<file path="config.mk">
export PLATFORM = sky130hd
export DESIGN_NAME = pipe_ctrl_flat
export DESIGN_NICKNAME = d
export VERILOG_FILES = /design/src/rtl/pipe_ctrl_if.sv /design/src/rtl/pipe_ctrl.sv /design/src/flat_wrapper.sv
export SDC_FILE = /design/constraint.sdc
export NUM_CORES = 1
export LEC_CHECK = 0
export CAP_MARGIN = 30
export CORE_MARGIN = 1
export CORE_UTILIZATION = 38
export DETAILED_ROUTE_END_ITERATION = 6
export PLACE_DENSITY = 0.83
export SLEW_MARGIN = 15
export SYNTH_ARGS = -nofsm -noshare
export SYNTH_HDL_FRONTEND = slang
export SYNTH_SLANG_ARGS = --single-unit
</file>
<file path="constraint.sdc">
create_clock -name clk -period 3.5 [get_ports clk]
set_input_delay 0.7 -clock clk [delete_from_list [all_inputs] [get_ports clk]]
set_output_delay 0.7 -clock clk [all_outputs]
set_load 0.1 [all_outputs]
</file>
<file path="src/rtl/pipe_ctrl_if.sv">
// Control bundle between the pipeline controller and the stage registers / exception logic.
// The master modport is the controller side; the slave modport is the pipeline side.
interface pipe_ctrl_if #(
  parameter int unsigned CW = 6
);
  logic          id_stall_req;
  logic          ex_mc_start;
  logic          excp_valid;
  logic [31:0]   excp_vector;
  logic [5:0]    stall;
  logic          flush;
  logic [31:0]   new_pc;
  logic          mc_busy;
  logic          mc_done;
  logic          mc_abort;
  logic [CW-1:0] mc_iter;
  logic [31:0]   stall_cnt;

  modport master (
    input  id_stall_req, ex_mc_start, excp_valid, excp_vector,
    output stall, flush, new_pc, mc_busy, mc_done, mc_abort, mc_iter, stall_cnt
  );

  modport slave (
    output id_stall_req, ex_mc_start, excp_valid, excp_vector,
    input  stall, flush, new_pc, mc_busy, mc_done, mc_abort, mc_iter, stall_cnt
  );
endinterface

</file>
<file path="src/rtl/pipe_ctrl.sv">
// Pipeline controller: merges ID/EX stall requests, sequences the EX multi-cycle window,
// handles exception flushes and counts stalled cycles.
module pipe_ctrl #(
  parameter int unsigned MC_CYCLES = 32,
  parameter int unsigned CW        = 6
) (
  input logic          clk,
  input logic          rst_,
  pipe_ctrl_if.master  bus
);

  typedef enum logic [1:0] {StIdle, StBusy, StDone} state_e;

  localparam logic [5:0]    StallEx = 6'b001111;
  localparam logic [5:0]    StallId = 6'b000111;
  localparam logic [CW-1:0] IterLast = CW'(MC_CYCLES - 1);

  state_e        state_q, state_d;
  logic [CW-1:0] mc_iter_q, mc_iter_d;
  logic [31:0]   stall_cnt_q;

  logic [5:0]  stall;
  logic        flush;
  logic [31:0] new_pc;
  logic        mc_busy;
  logic        mc_done;
  logic        mc_abort;

  always_comb begin
    state_d   = state_q;
    mc_iter_d = mc_iter_q;
    stall     = '0;
    flush     = 1'b0;
    new_pc    = '0;
    mc_busy   = 1'b0;
    mc_done   = 1'b0;
    mc_abort  = 1'b0;

    // Outputs stay quiet while reset is held; the state register handles the reset itself.
    if (!rst_) begin
      if (bus.excp_valid) begin
        flush     = 1'b1;
        new_pc    = bus.excp_vector;
        state_d   = StIdle;
        mc_iter_d = '0;
        mc_abort  = (state_q == StBusy) || ((state_q == StIdle) && bus.ex_mc_start);
      end else begin
        unique case (state_q)
          StIdle: begin
            if (bus.ex_mc_start) begin
              stall     = StallEx;
              state_d   = StBusy;
              mc_iter_d = CW'(1);
            end else if (bus.id_stall_req) begin
              stall = StallId;
            end
          end
          StBusy: begin
            stall   = StallEx;
            mc_busy = 1'b1;
            if (mc_iter_q == IterLast) begin
              state_d   = StDone;
              mc_iter_d = '0;
            end else begin
              mc_iter_d = mc_iter_q + 1'b1;
            end
          end
          StDone: begin
            // EX is released so the result moves on; ex_mc_start still belongs to this op.
            mc_done = 1'b1;
            state_d = StIdle;
            if (bus.id_stall_req) begin
              stall = StallId;
            end
          end
          default: begin
            state_d   = StIdle;
            mc_iter_d = '0;
          end
        endcase
      end
    end
  end

  always_ff @(posedge clk) begin
    if (rst_) begin
      state_q     <= StIdle;
      mc_iter_q   <= '0;
      stall_cnt_q <= '0;
    end else begin
      state_q   <= state_d;
      mc_iter_q <= mc_iter_d;
      if (stall[0] && !flush && (stall_cnt_q != '1)) begin
        stall_cnt_q <= stall_cnt_q + 32'd1;
      end
    end
  end

  assign bus.stall     = stall;
  assign bus.flush     = flush;
  assign bus.new_pc    = new_pc;
  assign bus.mc_busy   = mc_busy;
  assign bus.mc_done   = mc_done;
  assign bus.mc_abort  = mc_abort;
  assign bus.mc_iter   = mc_iter_q;
  assign bus.stall_cnt = stall_cnt_q;

  mc_iter_range_a: assert property (@(posedge clk) disable iff (rst_)
    32'(mc_iter_q) < MC_CYCLES);

endmodule

</file>
<file path="src/flat_wrapper.sv">
// flat-port wrapper written by rule: the top's interface ports become plain ports
module pipe_ctrl_flat 
#(
  parameter int unsigned MC_CYCLES = 32,
  parameter int unsigned CW        = 6
)
  (clk, rst_, bus_id_stall_req, bus_ex_mc_start, bus_excp_valid, bus_excp_vector, bus_stall, bus_flush, bus_new_pc, bus_mc_busy, bus_mc_done, bus_mc_abort, bus_mc_iter, bus_stall_cnt);
  pipe_ctrl_if #(.CW(CW)) bus_i ();
  input logic clk;
  input logic rst_;
  input wire logic [$bits(bus_i.id_stall_req)-1:0] bus_id_stall_req;
  input wire logic [$bits(bus_i.ex_mc_start)-1:0] bus_ex_mc_start;
  input wire logic [$bits(bus_i.excp_valid)-1:0] bus_excp_valid;
  input wire logic [$bits(bus_i.excp_vector)-1:0] bus_excp_vector;
  output wire logic [$bits(bus_i.stall)-1:0] bus_stall;
  output wire logic [$bits(bus_i.flush)-1:0] bus_flush;
  output wire logic [$bits(bus_i.new_pc)-1:0] bus_new_pc;
  output wire logic [$bits(bus_i.mc_busy)-1:0] bus_mc_busy;
  output wire logic [$bits(bus_i.mc_done)-1:0] bus_mc_done;
  output wire logic [$bits(bus_i.mc_abort)-1:0] bus_mc_abort;
  output wire logic [$bits(bus_i.mc_iter)-1:0] bus_mc_iter;
  output wire logic [$bits(bus_i.stall_cnt)-1:0] bus_stall_cnt;
  assign bus_i.id_stall_req = bus_id_stall_req;
  assign bus_i.ex_mc_start = bus_ex_mc_start;
  assign bus_i.excp_valid = bus_excp_valid;
  assign bus_i.excp_vector = bus_excp_vector;
  assign bus_stall = bus_i.stall;
  assign bus_flush = bus_i.flush;
  assign bus_new_pc = bus_i.new_pc;
  assign bus_mc_busy = bus_i.mc_busy;
  assign bus_mc_done = bus_i.mc_done;
  assign bus_mc_abort = bus_i.mc_abort;
  assign bus_mc_iter = bus_i.mc_iter;
  assign bus_stall_cnt = bus_i.stall_cnt;
  pipe_ctrl #(.MC_CYCLES(MC_CYCLES), .CW(CW)) u_core (.clk(clk), .rst_(rst_), .bus(bus_i));
endmodule
</file>
==> implementation parameters, run 1 <==
Parameter                              Value

Yosys
  Cells taking the most area after synthesis    sky130_fd_sc_hd__dfxtp_1, sky130_fd_sc_hd__and2_1, sky130_fd_sc_hd__a21oi_1
  Average cell area after synthesis    8.27 sq um
  Leading cell type by number of instances after synthesis    sky130_fd_sc_hd__dfxtp_1
  Number of register bits inferred by synthesis    40
  Async set or reset register ratio after synthesis    0
  Area share of the largest cell type after synthesis    0.338
  Number of standard cells after synthesis    287
  Post-Synthesis Cell Area    2370 sq um
  Cell type contributing the most total cell area after synthesis    sky130_fd_sc_hd__dfxtp_1
  Count of synthesis-stage warnings from yosys    0
  Unique cell type count in the Yosys netlist    53
  Post-synth EDFFs    0
  Leading post-synthesis cells by instance count    sky130_fd_sc_hd__dfxtp_1, sky130_fd_sc_hd__and2_1, sky130_fd_sc_hd__a21oi_1
  Register area share after synthesis    0.338
  Prevailing post-synth register cell    sky130_fd_sc_hd__dfxtp_1

Power
  Worst-case vdd ir drop    0.210 mV
  Switching Fraction    0.341
  Part of the power in combinational logic    0.309
  Total power    0.00108 W
  Share of total power in the clock network    0.266
  Sequential group share of total power    0.425
  Pwr/cell area    277 nW/um^2
  Reported leakage power    1.43 nW
  Internal power    0.000715 W
  Switching power    0.000370 W

Worst setup path
  Largest stage delay on the critical path    430 ps
  Arrival time of data at the critical path endpoint    2280 ps
  Critical path endpoint category    output pin
  Startpoint-to-endpoint class of the critical path    in2out
  WP data required    2800 ps
  Combined buffer and inverter count along the critical path    3
  Startpoint class of the critical path    primary input
  Largest delay contributor family on the critical path    buffers and inverters
  Cell with the largest stage delay on the worst path    sky130_fd_sc_hd__clkdlybuf4s50_1
  Peak fanout along the critical path    14
  Critical-path cell list    clkdlybuf4s50_1 -> or2_1 -> a21o_1 -> inv_2 -> buf_12

STA
  Crit share post-route    0.853
  RSZ-0062 raised after global routing    false
  Peak Freq    335 MHz
  Setup Skew    10.3 ps
  Post-route worst hold slack    504 ps
  Slew Limit Headroom    0.345
  Number of endpoints with negative hold slack in the final report    0
  Worst-Margin Slew    980 ps
  Clock period minus final worst setup slack    2980 ps
  Count of endpoints failing setup in the final report    0
  Accumulated negative setup slack    0 ps
  Slew Limit Fails    0

Final layout
  Area used by multi-input combinational logic    1430 sq um
  Antenna diode instance count    0
  Fraction of layout cells with a size suffix above 1    0.234
  Utilization after layout    0.658
  Filler Cell Count    480
  Sequential cell area in the final layout    801 sq um
  Net total in the final layout    432
  Synthesis-to-finish area growth    65.1%

Routing
  Final WL    7290 microns
  Vias after detailed routing    2,625
  DRC marker count from the first detailed-route iteration    135
  Final antenna-violating net count    0
  Average detailed-routed wire length per instance    15.6 microns
  Router iterations before antenna repair    4
  Drt drc    0
  Vias per inst    5.61

Clock tree
  Number of resized instances in the post-cts repair step    0
  Root buffer cell    sky130_fd_sc_hd__clkbuf_8
  Number of buffers inserted by hold repair at cts    0
  Clock tree buffer depth    2
  Clk pin slew, worst setup/hold paths    80 ps
  TritonCTS clock tree    done
  TritonCTS buffer count    5
  Count of clock tree sinks    40
  Number of levels in the clock H-tree    2
  Buffer count from post-CTS setup fixing    0
  Clk_lat worst skew    290 ps

GRT
  Number of antenna violations at the first check in global routing    0
  Vias in the first global route    2,293
  Maximum number of pins on one net before global-route repair    34
  Global-route wire length before repair    11,300 microns
  All-layer global routing usage    0.222
  Total overflow reported by the global router    0

Die
  # rows    28
  Vert. Die Dim    81.0 microns
  Starting density of the core    0.398
  Boundary pin count    117
  Placeable core region    5960 sq um
  Die Area    6560 sq um
  DIE WIDTH    81.0 microns

Hold path
  Type of the worst min-delay path    reg2reg

Place
  Global placer's final weighted congestion    0.853
  Number of port buffers    114
  Detailed-placement wirelength estimate    5580 microns

Run
  Number of max-cap violations    0

Status
  Outcome    finished clean
[state kept, by name (all words and copies together) (netlist names)]
name                  count
u_core.bus.stall_cnt     32
u_core.state_q            2
u_core.bus.mc_iter        6
[metrics by stage]
stage / cells / instance area [sq um] / setup WS, ps
after floorplan: 288 / 2390 / 365
after global placement: 461 / 3840 / 584
after detailed placement: 461 / 3840 / 527
after CTS: 468 / 3920 / 526
after global routing: 468 / 3920 / 433
final: 468 / 3920 / 516
[layout make-up]
| cell class | count | area share |
|---|---|---|
| repair buffers | 118 | 0.383 |
| multi-input cells | 223 | 0.364 |
| flip-flops and latches | 40 | 0.204 |
| well taps | 75 | 0.0240 |
| clock buffers | 6 | 0.0185 |
| inverters | 5 | 0.00479 |
| clock inverters | 1 | 0.00128 |
[layout by cell type (no fill, tap or decap), types with 9 or more instances in the layout]
cell	n
sky130_fd_sc_hd__buf_4	33
sky130_fd_sc_hd__buf_12	40
sky130_fd_sc_hd__or4_1	11
sky130_fd_sc_hd__dfxtp_1	40
sky130_fd_sc_hd__a21oi_1	25
sky130_fd_sc_hd__o21ai_0	10
sky130_fd_sc_hd__clkdlybuf4s50_1	45
sky130_fd_sc_hd__nand2_1	9
sky130_fd_sc_hd__nor2_1	15
sky130_fd_sc_hd__or3_1	14
sky130_fd_sc_hd__and2_1	32
sky130_fd_sc_hd__nand4_1	12
sky130_fd_sc_hd__nand3_1	15
sky130_fd_sc_hd__o31ai_1	12
[power groups by stage]
stage / clock network, W / registers, W / logic [W]
after floorplan: 0 / 0.000483 / 0.000190
after global placement: 0 / 0.000471 / 0.000333
after detailed placement: 0 / 0.000471 / 0.000336
after CTS: 0.000299 / 0.000461 / 0.000336
after global routing: 0.000323 / 0.000461 / 0.000346
final: 0.000289 / 0.000461 / 0.000335
[worst paths after layout]
| check | from | to | depth (start not counted) | slack (ps) |
|---|---|---|---|---|
| max | bus_excp_valid | bus_stall[0] | 5 | 520 |
| min | u_core.bus.stall_cnt[15] | u_core.bus.stall_cnt[15] | 2 | 500 |
| max reg2reg | u_core.bus.stall_cnt[0] | u_core.bus.stall_cnt[23] | 7 | 990 |
| min reg2reg | u_core.bus.stall_cnt[15] | u_core.bus.stall_cnt[15] | 2 | 500 |
[per-layer routing]
metal / GRT usage / vias up / wire, microns
met5: 0 / - / 0
met4: 0.0750 / 0 / 99
met3: 0.0551 / 8 / 540
met2: 0.396 / 99 / 3740
met1: 0.257 / 1232 / 2910
li1: - / 1286 / -
[worst reg2reg max path, stage by stage (launching register included)]
cell                      delay [ps]
sky130_fd_sc_hd__dfxtp_1         440
sky130_fd_sc_hd__ha_1            230
sky130_fd_sc_hd__and3_4          220
sky130_fd_sc_hd__and4_4          220
sky130_fd_sc_hd__and3_1          690
sky130_fd_sc_hd__buf_4           360
sky130_fd_sc_hd__nor4_1           80
sky130_fd_sc_hd__o21a_1          160
[cells by family (layout without fill, tap and decap cells)]
kind of cell / after synthesis / count (layout) / share of synthesized area
xor+xnor: 3 / 3 / 0.0111
buf+inv: 25 / 130 / 0.0670
simple gates: 144 / 144 / 0.377
other cells: 1 / 2 / 0.00158
fa+ha+maj: 2 / 2 / 0.0105
compound gates: 71 / 71 / 0.191
mux: 1 / 1 / 0.00475
flops: 40 / 40 / 0.338
Power figures use the tool's default switching activity.
==> inputs of run 2 (changes only) <==
clock period = 3.83 ns   (was 3.5 ns; I/O delays follow)
==> run 2 against run 1 <==
  * Final cell count rose by 0.43%
  * Critical path depth stayed put
  * Hold slack better by 16 ps
  * Flip-flop and latch count stayed put
  * Setup slack improved by 230 ps
  * Die area unchanged
==> implementation parameters, run 2 (same netlist as run 1, synthesis figures left out) <==
Parameter                              Value

Status
  Outcome    finished clean

Worst setup path
  Peak fanout along the critical path    14
  Cell with the largest stage delay on the worst path    sky130_fd_sc_hd__clkdlybuf4s50_1
  Critical path endpoint category    output pin
  Source of the worst register-to-register timing path    u_core.bus.stall_cnt[0]
  Cells on worst reg2reg path    8
  Reg2reg setup slack    1430 ps
  Critical-path cell list    clkdlybuf4s50_1 -> or2_1 -> a21o_1 -> inv_2 -> buf_12
  Startpoint-to-endpoint class of the critical path    in2out
  Largest stage delay on the critical path    420 ps
  Arrival time of data at the critical path endpoint    2320 ps
  Reg-to-reg endpoint    u_core.bus.stall_cnt[11]
  WP data required    3060 ps
  Startpoint class of the critical path    primary input

Power
  Total power    0.00102 W
  Switching Fraction    0.335
  Part of the power in combinational logic    0.300
  Reported leakage power    1.39 nW
  Switching power    0.000341 W
  Worst-case vdd ir drop    0.226 mV
  Pwr/cell area    253 nW/um^2
  Internal power    0.000677 W
  Sequential group share of total power    0.413
  Share of total power in the clock network    0.287

Routing
  Drt drc    0
  Router iterations before antenna repair    5
  Vias after detailed routing    2,652
  DRC marker count from the first detailed-route iteration    115
  Final WL    7370 microns
  Final antenna-violating net count    0
  Vias per inst    5.64
  Average detailed-routed wire length per instance    15.7 microns

STA
  Final worst slack    748 ps
  Clock period minus final worst setup slack    3080 ps
  Setup Skew    2.84 ps
  Number of endpoints with negative hold slack in the final report    0
  Peak Freq    324 MHz
  Slew Limit Fails    0
  RSZ-0062 raised after global routing    false
  Slew Limit Headroom    0.331
  Worst-Margin Slew    1000 ps
  Count of endpoints failing setup in the final report    0
  Accumulated negative setup slack    0 ps
  Crit share post-route    0.805
  Post-route worst hold slack    520 ps

Clock tree
  Buffer count from post-CTS setup fixing    0
  Number of levels in the clock H-tree    2
  Root buffer cell    sky130_fd_sc_hd__clkbuf_8
  Clock tree buffer depth    2
  Count of clock tree sinks    40
  Number of buffers inserted by hold repair at cts    0
  TritonCTS clock tree    done
  Number of resized instances in the post-cts repair step    0
  TritonCTS buffer count    5
  Clk_lat worst skew    290 ps
  Clk pin slew, worst setup/hold paths    70 ps

Place
  Number of port buffers    114
  Setup Slack @ Placement    742 ps
  Detailed-placement wirelength estimate    5430 microns
  Global placer's final weighted congestion    0.832

Final layout
  Net total in the final layout    433
  Filler Cell Count    480
  Number of flip-flops under the largest register name    32
  Top library cells by usage in the layout, fill and taps aside    sky130_fd_sc_hd__clkdlybuf4s50_1, sky130_fd_sc_hd__buf_12, sky130_fd_sc_hd__dfxtp_1
  Most common cell after layout, fill and taps aside    sky130_fd_sc_hd__clkdlybuf4s50_1
  Area used by multi-input combinational logic    1430 sq um
  Synthesis-to-finish area growth    69.8%
  Utilization after layout    0.676
  Antenna diode instance count    0
  Fraction of layout cells with a size suffix above 1    0.162
  Sequential cell area in the final layout    801 sq um

GRT
  Most used routing layer    met2
  Vias in the first global route    2,299
  Global-route wire length before repair    11,300 microns
  Met2 track demand over resource in global routing    0.388
  GR Util met1    0.258
  GR met3 Demand/Resource    0.0618
  All-layer global routing usage    0.223
  Maximum number of pins on one net before global-route repair    38
  Number of antenna violations at the first check in global routing    0
  Total overflow reported by the global router    0

Hold path
  Type of the worst min-delay path    reg2reg
  Endpoint of the worst hold path    u_core.bus.stall_cnt[13]
  Launch point of the worst hold path    u_core.bus.stall_cnt[13]
  Hold-critical path depth    2

Die
  # rows    28
  Boundary pin count    117
  Die Area    6560 sq um
  Vert. Die Dim    81.0 microns
  Starting density of the core    0.398
  Placeable core region    5960 sq um
  DIE WIDTH    81.0 microns

Run
  Number of max-cap violations    0
[run 2: changes by cell type in the layout (fill, tap and decap cells not counted)]
cell | previous run | this run
sky130_fd_sc_hd__buf_4 | 33 | 4
sky130_fd_sc_hd__clkdlybuf4s50_1 | 45 | 74
sky130_fd_sc_hd__buf_16 | 0 | 1
sky130_fd_sc_hd__clkbuf_1 | 1 | 2
sky130_fd_sc_hd__clkbuf_8 | 5 | 6
sky130_fd_sc_hd__clkinv_2 | 1 | 0
[run 2: final cells by class]
type | instances | share of cell area
sequential | 40 | 0.199
inverter | 5 | 0.00466
multi-input combinational | 223 | 0.354
tap | 75 | 0.0233
clock buffer | 8 | 0.0224
timing repair buffer | 119 | 0.397
[run 2: worst max-delay path: cells and delay by family]
kind	cells	cell delay, ps
AOI/OAI and AO/OA	1	230
buffers and inverters	3	940
and+or+nand+nor	1	370
[run 2: how the worst max path moves through the flow]
stage                   start             end  slack (ps)  cells past startpoint
2_1_floorplan  bus_excp_valid  bus_new_pc[22]         200                      3
3_3_place_gp   bus_excp_valid    bus_stall[0]         740                      5
3_5_place_dp             rst_    bus_stall[0]         740                      5
4_1_cts                  rst_    bus_stall[0]         740                      5
5_1_grt                  rst_    bus_stall[2]         670                      5
6_report                 rst_    bus_stall[2]         750                      5
[run 2: per-stage QoR]
step | area, sq um | std cells
floorplan | 2390 | 288
global placement | 3910 | 461
detailed placement | 3910 | 461
CTS | 4000 | 469
global route | 4030 | 470
finish | 4030 | 470
[run 2: power groups by stage]
stage	combinational, W	sequential, W	clock, W
after floorplan	0.000173	0.000441	0
after global placement	0.000304	0.000431	0
after detailed placement	0.000306	0.000431	0
after CTS	0.000306	0.000421	0.000293
after global routing	0.000315	0.000422	0.000313
final	0.000305	0.000421	0.000292
[run 2: routing by layer]
layer	up-vias	share of wire
li1	1284	-
met1	1217	0.40
met2	133	0.48
met4	0	0.022
met3	18	0.093
met5	-	0
